$ cat config.mk
export PLATFORM = sky130hd
export DESIGN_NAME = bin_to_gray_4bit_flat
export DESIGN_NICKNAME = d
export VERILOG_FILES = /design/src/rtl/bin_to_gray_4bit_if.sv /design/src/rtl/bin_to_gray_4bit.sv /design/src/flat_wrapper.sv
export SDC_FILE = /design/constraint.sdc
export NUM_CORES = 1
export LEC_CHECK = 0
export ABC_AREA = 1
export ABC_CLOCK_PERIOD_IN_PS = 1290
export CAP_MARGIN = 40
export CORE_AREA = 2 2 39 41
export DETAILED_ROUTE_END_ITERATION = 10
export DIE_AREA = 0 0 41 43
export PLACE_DENSITY_LB_ADDON = 0.2
export SETUP_SLACK_MARGIN = 0.05
export SYNTH_ARGS = -nofsm -noshare
export SYNTH_HDL_FRONTEND = slang
export SYNTH_SLANG_ARGS = --single-unit
$ cat constraint.sdc
create_clock -name clk -period 1.29 [get_ports clk]
set_clock_uncertainty 0.15 [all_clocks]
set_input_delay 0.3225 -clock clk [delete_from_list [all_inputs] [get_ports clk]]
set_output_delay 0.3225 -clock clk [all_outputs]
set_load 0.005 [all_outputs]
$ cat src/rtl/bin_to_gray_4bit_if.sv
// Bus bundle for the registered binary-to-Gray converter.
// Ports carried: bin/in_valid (towards the converter), gray/bin_q/out_valid
// (from the converter), plus step_err when BTOG_STEP_CHECK_EN is defined.
interface bin_to_gray_4bit_if #(
  parameter int WIDTH = 4
);
  logic [WIDTH-1:0] bin;
  logic             in_valid;
  logic [WIDTH-1:0] gray;
  logic             out_valid;
  logic [WIDTH-1:0] bin_q;
`ifdef BTOG_STEP_CHECK_EN
  logic             step_err;
`endif

  // Converter side: samples bin/in_valid, drives the registered results.
  modport slave (
    input  bin,
    input  in_valid,
    output gray,
    output out_valid,
`ifdef BTOG_STEP_CHECK_EN
    output step_err,
`endif
    output bin_q
  );

  // Producer/consumer side: drives bin/in_valid, observes the results.
  modport master (
    output bin,
    output in_valid,
    input  gray,
    input  out_valid,
`ifdef BTOG_STEP_CHECK_EN
    input  step_err,
`endif
    input  bin_q
  );
endinterface

$ cat src/rtl/bin_to_gray_4bit.sv
// Registered binary-to-Gray converter: gray = bin ^ (bin >> 1).
// Latency 1 cycle: input accepted at edge N appears on gray/bin_q after edge N.
// No backpressure: one result per accepted input, in_valid may stay high.
//
// Ports: clk (rising edge), rst_n (async active-low), bus (slave modport):
//   bin/in_valid in; gray, bin_q, out_valid out; step_err out when the
//   optional macro BTOG_STEP_CHECK_EN is defined (flags a Gray step on an
//   incrementing input whose Hamming distance is not exactly 1).
module bin_to_gray_4bit #(
  parameter int WIDTH = 4
) (
  input  logic                   clk,
  input  logic                   rst_n,
  bin_to_gray_4bit_if.slave      bus
);

  localparam logic [WIDTH-1:0] ONE = WIDTH'(1);

  logic [WIDTH-1:0] gray_q, gray_d;
  logic [WIDTH-1:0] bin_hold_q, bin_hold_d;
  logic             vld_q, vld_d;

`ifdef BTOG_STEP_CHECK_EN
  logic             have_prev_q, have_prev_d;
  logic             step_err_q, step_err_d;
  logic [WIDTH-1:0] diff;
`endif

  always_comb begin
    vld_d      = bus.in_valid;
    gray_d     = gray_q;
    bin_hold_d = bin_hold_q;
    if (bus.in_valid) begin
      bin_hold_d = bus.bin;
      gray_d     = bus.bin ^ (bus.bin >> 1);
    end
  end

`ifdef BTOG_STEP_CHECK_EN
  // Only an increment of the previous accepted word is judged; the first word
  // after reset has no predecessor. A single-bit change is a non-zero power of
  // two, i.e. diff != 0 and diff & (diff - 1) == 0.
  always_comb begin
    have_prev_d = have_prev_q | bus.in_valid;
    step_err_d  = 1'b0;
    diff        = gray_d ^ gray_q;
    if (bus.in_valid && have_prev_q && (bus.bin == bin_hold_q + ONE)) begin
      step_err_d = !((diff != '0) && ((diff & (diff - ONE)) == '0));
    end
  end
`endif

  always_ff @(posedge clk or negedge rst_n) begin
    if (!rst_n) begin
      gray_q     <= '0;
      bin_hold_q <= '0;
      vld_q      <= 1'b0;
    end else begin
      gray_q     <= gray_d;
      bin_hold_q <= bin_hold_d;
      vld_q      <= vld_d;
    end
  end

`ifdef BTOG_STEP_CHECK_EN
  always_ff @(posedge clk or negedge rst_n) begin
    if (!rst_n) begin
      have_prev_q <= 1'b0;
      step_err_q  <= 1'b0;
    end else begin
      have_prev_q <= have_prev_d;
      step_err_q  <= step_err_d;
    end
  end

  assign bus.step_err = step_err_q;
`endif

  assign bus.gray      = gray_q;
  assign bus.bin_q     = bin_hold_q;
  assign bus.out_valid = vld_q;

endmodule

$ cat src/flat_wrapper.sv
// flat-port wrapper written by rule: the top's interface ports become plain ports
module bin_to_gray_4bit_flat 
#(
  parameter int WIDTH = 4
)
  (clk, rst_n, bus_bin, bus_in_valid, bus_gray, bus_out_valid, bus_bin_q);
  bin_to_gray_4bit_if #(.WIDTH(WIDTH)) bus_i ();
  input  logic clk;
  input  logic rst_n;
  input wire logic [$bits(bus_i.bin)-1:0] bus_bin;
  input wire logic [$bits(bus_i.in_valid)-1:0] bus_in_valid;
  output wire logic [$bits(bus_i.gray)-1:0] bus_gray;
  output wire logic [$bits(bus_i.out_valid)-1:0] bus_out_valid;
  output wire logic [$bits(bus_i.bin_q)-1:0] bus_bin_q;
  assign bus_i.bin = bus_bin;
  assign bus_i.in_valid = bus_in_valid;
  assign bus_gray = bus_i.gray;
  assign bus_out_valid = bus_i.out_valid;
  assign bus_bin_q = bus_i.bin_q;
  bin_to_gray_4bit #(.WIDTH(WIDTH)) u_core (.clk(clk), .rst_n(rst_n), .bus(bus_i));
endmodule
## Word-level counts from Yosys, hierarchy flattened

Index checks and enable logic that the tools add are counted.

- Output and inout bits: 9
- Logic and storage cells: 4
- Input bits: 7
- Bits in registers: 9

- Bitwise logic cells: 1

Operator list:

| operator | count |
|---|---|
| $xor A4 B3 Y4 | 1 |

## Depth between registers and ports, before layout

Gate-level depths: netlist of the first run.

- Depth after elaboration: 1
- Mapped depth: 4
- Gate-level depth less buffers: 3

## Worst setup path before layout of the first run

OpenSTA, ideal clock, no wires.

- Path type: register -> output
- From: register u_core.bus.bin_q[3] (netlist name)
- To: output bus_gray[3]
- Cell stages (with the launch flop): 2
- Path slack: 303 ps
- Path buffers: 1
- Data required time: 817 ps
- Data arrival time: 514 ps
- Cell sequence: dfrtp_1 -> buf_4

RTL lines:

| what | RTL line | text |
|---|---|---|
| end, declared | flat_wrapper.sv:12 | `output wire logic [$bits(bus_i.gray)-1:0] bus_gray;` |

==> metrics.txt, run 1 <==
pwr/cell area=1170 mW/mm^2; largest net degree at the start of global routing=12; max cap viols=0; die height=43 um; Slew @ Worst Pin=0.386 ns; Max Freq=755 MHz; reg2reg path depth=4; Gate Count Post-Synth=35; Post-synth EDFFs=0; GR Util All Layers=11.1%; Worst Hold Class=in -> async; Final Cycle Share=103%; syn_area_per_cell=9.72 sq um; number of distinct library cells after synthesis=9; final core utilization=36.8%; pins over their slew limit=0; critical path arrival=0.85 ns; Crit. End Element=output pin; clk slew on worst S/H paths=0.06 ns; critical path launch point type=flip-flop; vias in the first global route=295; RSZ-0062 raised after global routing=yes; clock buffer depth=2; Vias=300; CTS Root Cell=clkbuf_4; Reg2Reg Setup Slack=0.30 ns; most used flip-flop cell after synthesis=dfrtp_1; hold slack=0.208 ns; CP Class=reg -> out; P&R area growth vs syn=49.6%; worst vdd ir=437 uV; Die Area=0.00176 sq mm; grt ovf=0; Post-CTS Hold Fix Bufs=0; DRT Pass-1 Iters=2; Core ar.=0.00138 sq mm; n_diodes=0; Vias/cell=4.23; TritonCTS Buffers=3; count leader, synth=nand3_1; H-tree depth=1; post-synthesis cell area=340 sq um; IO Port Bufs=15; cell row count=14; setup TNS=-0.0353 ns; number of antenna violations at the first check in global routing=0; fin worst setup slack=-0.0353 ns; RR Startpoint=u_core.bus.bin_q[3]; Tmin final=1.33 ns; number of DRC markers in iteration 0=9; setup violators final=1; slew margin rel.=74.2%; end of the worst register-to-register path=u_core.bus.bin_q[3]; Final Hold Fails=0; Routed WL=755 um; final RePlAce weighted congestion=0.760; status=complete, but fails checks; drt drc=0; Routed Antenna Nets=0; dominant cells by area after synthesis=dfrtp_1, nand3_1, nand2_1, o21ai_2, inv_1; nets@finish=64; share of the synthesized area in the top cell type=58.8%; ys async rst share=100%; TritonCTS clock tree=done; Syn Nets=42; static leakage=0.000263 uW; layout cell share with drive strength beyond 1=36.4%; Avg WL per Cell=10.6 um; sequential share of the synthesized area=58.8%; Clk Latency, worst-skew pair=0.25 ns; failing checks=negative setup slack; TritonCTS Sinks=8; Starting Density=24.6%; flops & latches, synth=8; Yosys Warn Count=0; I/O Pins=16; first-pass GRT wire length=1260 um; Critical Path Fanout Max=2; CP required=0.82 ns; most instantiated cells after synthesis=nand3_1, dfrtp_1, nand2_1, inv_1, o21ai_2; cell taking the most area after synthesis=dfrtp_1; Die Wd=41 um
[repair_timing]
item,in CTS,in global routing
resized for setup,36,1
pin swaps,0,0
setup endpoints to repair,9,8
setup buffers,2,0
[critical path: stages (launching register included)]
cell     delay, ns
dfrtp_1       0.38
buf_6         0.12
buf_6         0.10
[kinds of logic after synthesis]
group	after synthesis	share of synthesized area [%]
compound gates	4	9.19
buf+inv	7	11.0
flops	8	58.8
simple gates	16	21.0
[metal layers]
metal  vias to the layer above  GRT usage [%]  share of wire, %
met1                       137           14.1                46
met2                         9           14.4                47
met3                         0           4.71               6.9
met5                         -              0                 0
li1                        154              -                 -
met4                         0           8.00                 0
[registers in the layout (all words and copies together), names as in the netlist]
name and cells:
u_core.bus.bin_q 4, u_core.bus.gray 3, u_core.bus.out_valid 1
[worst max-delay path by stage]
stage                        startpoint            endpoint  slack [ns]  cells after the start
global route        u_core.bus.bin_q[3]         bus_gray[3]       -0.06                      2
global placement           bus_in_valid  u_core.bus.gray[2]       -0.07                      4
detailed placement         bus_in_valid  u_core.bus.gray[0]       -0.08                      4
CTS                 u_core.bus.bin_q[3]         bus_gray[3]       -0.05                      2
floorplan           u_core.bus.bin_q[3]         bus_gray[3]        0.30                      1
finish              u_core.bus.bin_q[3]         bus_gray[3]       -0.04                      2
[stage by stage]
stage          setup slack [ns]  cell area, sq um  instances  total power (uW)
6_report                -0.0353               509         71               594
5_1_grt                 -0.0631               509         71               635
4_1_cts                 -0.0467               514         71               606
3_5_place_dp            -0.0813               507         66               417
3_3_place_gp            -0.0733               507         66               417
2_1_floorplan             0.303               340         35               333
[report_power, final]
| group | total [uW] | internal [uW] | leakage [uW] | switching [uW] |
|---|---|---|---|---|
| registers | 285 | 274 | 0.0000972 | 10.8 |
| logic | 115 | 64.1 | 0.000152 | 50.6 |
| clock network | 194 | 107 | 0.0000138 | 87.4 |
| total | 594 | 445 | 0.000263 | 149 |
[cells in the final DEF (no fill, tap or decap), types with 2 or more instances in the layout]
cell type / netlist / routed
clkbuf_4: 0 / 3
dfrtp_1: 8 / 8
inv_1: 4 / 4
buf_6: 1 / 2
nand2_1: 7 / 7
o21ai_2: 3 / 3
buf_4: 1 / 3
buf_2: 0 / 7
clkdlybuf4s50_1: 0 / 6
nand3_1: 9 / 9
[final cells by class]
cell class              count  area, sq um
fillers                   155          875
flip-flops and latches      8          200
repair buffers             19          145
multi-input cells          20          103
clock buffers               3         22.5
well taps                  16         20.0
inverters                   5         18.8
No activity file was read; power rests on OpenSTA's default activity.
==> inputs of run 2 (changes only) <==
- DONT_BUFFER_PORTS: not set -> 1
==> metrics.txt, run 2 (same netlist as run 1, synthesis figures left out) <==
layout cell share with drive strength beyond 1=18.4% (-18 points); I/O Pins=16 (unchanged); commonest non-fill, non-tap cells in the layout=nand3_1, dfrtp_1, nand2_1; IO Port Bufs=0 (-15); CP required=0.82 ns (about the same); Vias/cell=4.31 (+2.1%); grt ovf=0 (unchanged); P&R area growth vs syn=12.9%; pins over their slew limit=0 (unchanged); setup violators final=0 (-1); drt drc=0 (unchanged); TritonCTS clock tree=done; most common cell after layout, fill and taps aside=nand3_1; pwr/cell area=1390 mW/mm^2 (+19%); Routed WL=670 um (-11%); Max Freq=876 MHz (+16%); worst vdd ir=433 uV (-0.81%); n_diodes=0 (unchanged); largest net degree at the start of global routing=12 (unchanged); die height=43 um (unchanged); Die Area=0.00176 sq mm (unchanged); H-tree depth=1 (unchanged); static leakage=0.000187 uW (-29%); Avg WL per Cell=12.4 um (+17%); number of antenna violations at the first check in global routing=0 (unchanged); max reg flops=4 (unchanged); Routed Antenna Nets=0 (unchanged); Final Hold Fails=0 (unchanged); final RePlAce weighted congestion=0.723 (-4.9%); TritonCTS Sinks=8 (unchanged); first-pass GRT wire length=1130 um (-10%); GR Util All Layers=10.5% (-0.59 points); Final Cycle Share=88.5% (-14 points); DRT Pass-1 Iters=4 (+2); Vias=233 (-22%); Critical Path Fanout Max=3 (+1); Tmin final=1.14 ns (-0.183 ns); Starting Density=24.6% (unchanged); critical path launch point type=flip-flop; number of DRC markers in iteration 0=9 (unchanged); hpwl dp=518 um; overall power=535 uW (-9.9%); status=finished clean; fin worst setup slack=0.148 ns (+0.183 ns); Crit. End Element=output pin; RSZ-0062 raised after global routing=no; Core ar.=0.00138 sq mm (unchanged); slew margin rel.=75.5% (+1.3 points); critical path arrival=0.67 ns (-0.18 ns); nets@finish=47 (-27%); Worst Hold Class=in -> reg; CP Class=reg -> out; Setup WS pre-CTS=0.419 ns (+0.501 ns); clk slew on worst S/H paths=0.06 ns (about the same); CTS Root Cell=clkbuf_4; Slew @ Worst Pin=0.367 ns (-0.0198 ns); final core utilization=27.8% (-9.0 points); cell row count=14 (unchanged); setup TNS=0 ns (+0.0353 ns); clock buffer depth=2 (unchanged); Die Wd=41 um (unchanged); Clk Latency, worst-skew pair=0.26 ns (about the same); max cap viols=0 (unchanged); vias in the first global route=256 (-13%); TritonCTS Buffers=3 (unchanged)
## run 2: area by class of cell
type | count | area [sq um]
fillers | 156 | 1000
flip-flops and latches | 8 | 200
multi-input cells | 20 | 103
clock buffers | 3 | 22.5
repair buffers | 2 | 20.0
well taps | 16 | 20.0
inverters | 5 | 18.8
## run 2: final timing paths
path	from	to	slack (ns)	cells past startpoint
worst min-delay path	bus_bin[3]	u_core.bus.gray[2]	0.07	2
worst min register to register	u_core.bus.bin_q[1]	u_core.bus.bin_q[1]	0.37	2
max in group asynchronous	rst_n	u_core.bus.bin_q[2]	0.46	1
worst max register to register	u_core.bus.bin_q[3]	u_core.bus.bin_q[3]	0.47	2
min in group asynchronous	rst_n	u_core.bus.bin_q[0]	0.26	1
worst max-delay path	u_core.bus.bin_q[3]	bus_gray[3]	0.15	0
## run 2: metrics by stage
step / cell area, sq um / hold slack, ns / cells
3_3_place_gp: 342 / -0.123 / 49
4_1_cts: 384 / 0.0682 / 54
2_1_floorplan: 340 / -0.123 / 35
5_1_grt: 384 / 0.0735 / 54
3_5_place_dp: 342 / -0.123 / 49
6_report: 384 / 0.0711 / 54
## run 2: what timing repair did
| action | 4_1_cts | 5_1_grt |
|---|---|---|
| hold buffers | 2 | 0 |
| gates resized for setup | 0 | 0 |
| buffers inserted | 0 | 0 |
| hold endpoints to repair | 9 | 0 |
| setup endpoints to repair | 0 | 0 |
## run 2: report_power, final
group	switching [uW]	internal (uW)	leakage, uW
clock	89.2	107	0.0000138
sequential	18.9	275	0.0000972
combinational	26.1	19.4	0.0000758
## run 2: routing by layer
| metal | up-vias | share of wire (%) | track usage, % |
|---|---|---|---|
| met5 | - | 0 | 0 |
| met4 | 0 | 2.1 | 4.00 |
| met3 | 3 | 14 | 10.5 |
| met2 | 11 | 45 | 14.1 |
| met1 | 99 | 38 | 10.8 |
| li1 | 120 | - | - |
==> edit 1 (settings of run 2) <==
`WIDTH` is set to 4 in 3 places; all go to 5.
--- a/src/rtl/bin_to_gray_4bit_if.sv
+++ b/src/rtl/bin_to_gray_4bit_if.sv
@@ -2,7 +2,7 @@
 // Ports carried: bin/in_valid (towards the converter), gray/bin_q/out_valid
 // (from the converter), plus step_err when BTOG_STEP_CHECK_EN is defined.
 interface bin_to_gray_4bit_if #(
-  parameter int WIDTH = 4
+  parameter int WIDTH = 5
 );
   logic [WIDTH-1:0] bin;
   logic             in_valid;
--- a/src/rtl/bin_to_gray_4bit.sv
+++ b/src/rtl/bin_to_gray_4bit.sv
@@ -7,7 +7,7 @@
 //   optional macro BTOG_STEP_CHECK_EN is defined (flags a Gray step on an
 //   incrementing input whose Hamming distance is not exactly 1).
 module bin_to_gray_4bit #(
-  parameter int WIDTH = 4
+  parameter int WIDTH = 5
 ) (
   input  logic                   clk,
   input  logic                   rst_n,
--- a/src/flat_wrapper.sv
+++ b/src/flat_wrapper.sv
@@ -1,7 +1,7 @@
 // flat-port wrapper written by rule: the top's interface ports become plain ports
 module bin_to_gray_4bit_flat 
 #(
-  parameter int WIDTH = 4
+  parameter int WIDTH = 5
 )
   (clk, rst_n, bus_bin, bus_in_valid, bus_gray, bus_out_valid, bus_bin_q);
   bin_to_gray_4bit_if #(.WIDTH(WIDTH)) bus_i ();
Ports: changed (resized bus_bin, bus_bin_q and bus_gray); port bits go from 16 to 19. No check against the original RTL was run, so the function may have changed too.
==> edit 1 against run 2 <==
  * Power increased by 32%
  * Global-route usage increased by 2.4 points
  * Setup slack got worse by 0.018 ns
  * Synthesized cell count increased by 29%
  * Routed wire length increased by 28%
  * Final area increased by 27%
  * Synthesized area increased by 31%
  * Sequential cell count increased by 2
  * Core utilization increased by 7.5 points
  * Final cell count increased by 19%
  * Highest routed layer unchanged
==> edit 1: results (changes against run 2) <==
Status
  • Status: finished, final reports clean

Yosys
  • Post-Synth Adder-Cell Area: 0% (unchanged)
  • Most frequent cells after synthesis: nand3_1 (12), dfrtp_1 (10), nand2_1 (9)
  • Register area share after synthesis: 56.2% (-2.6 points)
  • Synth Area in Compound Gates: 8.99% (-0.20 points)
  • Synth Net Count: 53 (+26%)
  • Avg Cell Area, Syn: 9.90 um2 (+1.8%)
  • Mux contribution to synthesized area: 0% (unchanged)
  • YS warnings: 0 (unchanged)
  • Area contributors post-synth: dfrtp_1 (56%), nand3_1 (13%), o21ai_2 (7.9%)
  • Main synth FF type: dfrtp_1
  • Post-synthesis xor/xnor area fraction: 0% (unchanged)
  • Post-synth cell types: 10 (+1)

Route
  • WL/cell: 13.4 um (+8.1%)
  • DR vias/cell: 4.83 (+12%)
  • DR iter-0 viols: 12 (+3)
  • First-pass iteration count of the detailed router: 4 (unchanged)
  • Via count: 309 (+33%)
  • Routed Antenna Nets: 0 (unchanged)

Clock network
  • CTS buffer count: 3 (unchanged)
  • Clk_lat worst skew: 0.26 ns (about the same)
  • # H-tree levels: 1 (unchanged)
  • Root Buffer: clkbuf_4
  • Clock transition at path regs: 0.07 ns

STA
  • Hold Worst Slack: 0.0487 ns (-0.0225 ns)
  • Slew HR: 70.4% (-5.1 points)
  • Final WS setup: 0.130 ns (-0.0184 ns)

Pwr
  • Leakage power: 0.000237 uW (+27%)
  • Pwr Density: 1450 mW/mm2 (+3.9%)
  • Int Pwr: 539 uW (+35%)
  • Clock group: 281 uW (+43%)
  • Worst-case vdd ir drop: 556 uV (+28%)
  • Comb power frac: 8.3% (-0.2 points)

Place
  • Dpl hpwl: 611 um (+18%)
  • PortBufs: 0 (unchanged)
  • Post-place setup slack: 0.419 ns (-0.000171 ns)
  • Dpl cell area: 432 um2 (+26%)
  • Routability Congestion: 0.700 (-3.1%)
  • Placed insts: 58 (+18%)

Final layout
  • Max reg flops: 5 (+1)
  • # diodes: 0 (unchanged)
  • Fraction of layout cells with a size suffix above 1: 18.8% (+0.33 points)
  • Nets@finish: 57 (+21%)

Global routing
  • Total Routing Usage GR: 12.9% (+2.4 points)
  • Global-route wire length before repair: 1440 um (+27%)
  • Largest net degree at the start of global routing: 15 (+3)

Setup path
  • RR Startpoint: u_core.bus.bin_q[4]$_DFFE_PN0P_
  • CP Capture Point: bus_gray[4]
  • CP Data Arrival Time: 0.69 ns (+0.02 ns)
  • Reg-to-reg endpoint: u_core.bus.bin_q[4]$_DFFE_PN0P_
  • FF-to-FF setup slack: 0.47 ns (about the same)

Worst hold path
  • Worst hold start: bus_bin[4]
  • Worst Hold End: u_core.bus.gray[3]$_DFFE_PN0P_
==> edit 1: cell count changes after synthesis, sizes merged <==
cell / run 2 / this run
inv: 5 / 6
buf: 2 / 3
nand2: 7 / 9
nand3: 9 / 12
o21ai: 4 / 5
dfrtp: 8 / 10
==> edit 1: timing repair <==
item	in CTS	in global routing
hold buffers	2	0
resized for setup	0	0
hold endpoints to repair	11	0
==> edit 1: final cells by class <==
class | count | area, um2
Fill cell | 152 | 896
Sequential cell | 10 | 250
Multi-Input combinational cell | 26 | 134
Clock buffer | 4 | 36.3
Inverter | 6 | 27.5
Timing Repair Buffer | 2 | 20.0
Tap cell | 16 | 20.0
==> edit 1: per-layer routing <==
layer | track usage [%] | up-vias | share of wire, %
li1 | - | 149 | -
met1 | 16.6 | 141 | 39
met2 | 16.6 | 15 | 49
met3 | 5.24 | 4 | 8.9
met4 | 10.0 | 0 | 2.9
met5 | 0 | - | 0
==> edit 2 (config.mk and constraints of run 2) <==
Without the edit above. Take the reset off `bin_hold_q` and load it in a clocked block of its own.
--- a/src/rtl/bin_to_gray_4bit.sv
+++ b/src/rtl/bin_to_gray_4bit.sv
@@ -53,13 +53,15 @@
   always_ff @(posedge clk or negedge rst_n) begin
     if (!rst_n) begin
       gray_q     <= '0;
-      bin_hold_q <= '0;
       vld_q      <= 1'b0;
     end else begin
       gray_q     <= gray_d;
-      bin_hold_q <= bin_hold_d;
       vld_q      <= vld_d;
     end
+  end
+
+  always_ff @(posedge clk) begin
+    bin_hold_q <= bin_hold_d;
   end
 
 `ifdef BTOG_STEP_CHECK_EN
Behaviour: not the same (Yosys sat finds a counterexample within 4 cycles, from zero or initial values and one cycle with rst_n low).
==> edit 2 against run 2 <==
  * Register-to-register slack improved by 0.03 ns
  * Power rose by 12%
  * Routed wire length shrank 7.0%
  * Sequential cell count increased by 1
  * Non-clock buffer count up 4
  * Fmax increased by 1.3%
  * Count of clock-buffer cells in the layout is 1 higher
  * Setup slack gained 0.015 ns
  * Via count rose by 1.7%
  * Critical path type unchanged
  * Synthesized area fell by 1.1%
  * Largest power group unchanged
  * Final area rose by 15%
  * Sequential share of layout area grew 3.2 points
==> edit 2: results (changes against run 2) <==
Final layout
  • Seq Cell Count: 9 (+1)
  • Area occupied by registers: 245 um2 (+22%)
  • Non-clock buffers: 6 (+4)
  • Cell Count, Final, Fillers Out: 57 (+5.6%)
  • Footprint of the multi-input gates: 72.6 um2 (-29%)
  • Fillers: 152 (-2.6%)
  • CLK BUF: 4 (+1)
  • Multi-input combinational area share: 16.4% (-10 points)

Worst hold path
  • Worst hold start: bus_in_valid

Global routing
  • Total Routing Usage GR: 9.25% (-1.3 points)
  • Largest net degree at the start of global routing: 10 (-2)
  • Met3 Use GR: 3.66% (-6.8 points)
  • Met1 Usage GRT: 8.03% (-2.8 points)

Yosys
  • Synth Area in Compound Gates: 2.60% (-6.6 points)
  • Area contributors post-synth: dfrtp_1 (37%), edfxtp_1 (36%), nand2_1 (14%)
  • Post-synth cell types: 7 (-2)

Pwr
  • Clk pwr share: 36.0% (-0.6 points)
  • Worst-case vdd ir drop: 354 uV (-18%)
  • Sequential logic power: 341 uW (+16%)

Status
  • Status: finished, final reports clean

STA
  • Slew @ Worst Pin: 0.239 ns (-0.128 ns)

Route
  • DR vias/cell: 4.16 (-3.6%)
  • Met2 Routed Length: 326 um (+7.2%)
  • DR iter-0 viols: 1 (-8)

Place
  • Routability Congestion: 0.674 (-6.7%)
  • Placed insts: 47 (-4.1%)
-- edit 2: cell types whose count changed after synthesis, sizes merged --
cell / change
buf: -2
edfxtp: +4
o21ai: -3
dfrtp: -3
nand3: -6
nand2: +6
-- edit 2: path summary, 6_finish.rpt --
| path | endpoint | cells after the start | slack (ns) |
|---|---|---|---|
| min in group asynchronous | u_core.bus.gray[0]$_DFFE_PN0P_ | 1 | 0.20 |
| max in group asynchronous | u_core.bus.out_valid$_DFF_PN0_ | 1 | 0.59 |
| worst max register to register | u_core.bus.gray[3]$_DFFE_PN0P_ | 2 | 0.50 |
| worst min-delay path | u_core.bus.bin_q[0]$_DFFE_PP_ | 0 | 0.02 |
| worst min register to register | u_core.bus.gray[0]$_DFFE_PN0P_ | 2 | 0.37 |
| worst max-delay path | bus_gray[1] | 0 | 0.16 |
-- edit 2: what timing repair did --
action,in CTS,in global routing
hold buffers,6,0
setup buffers,0,0
hold endpoints to repair,10,0
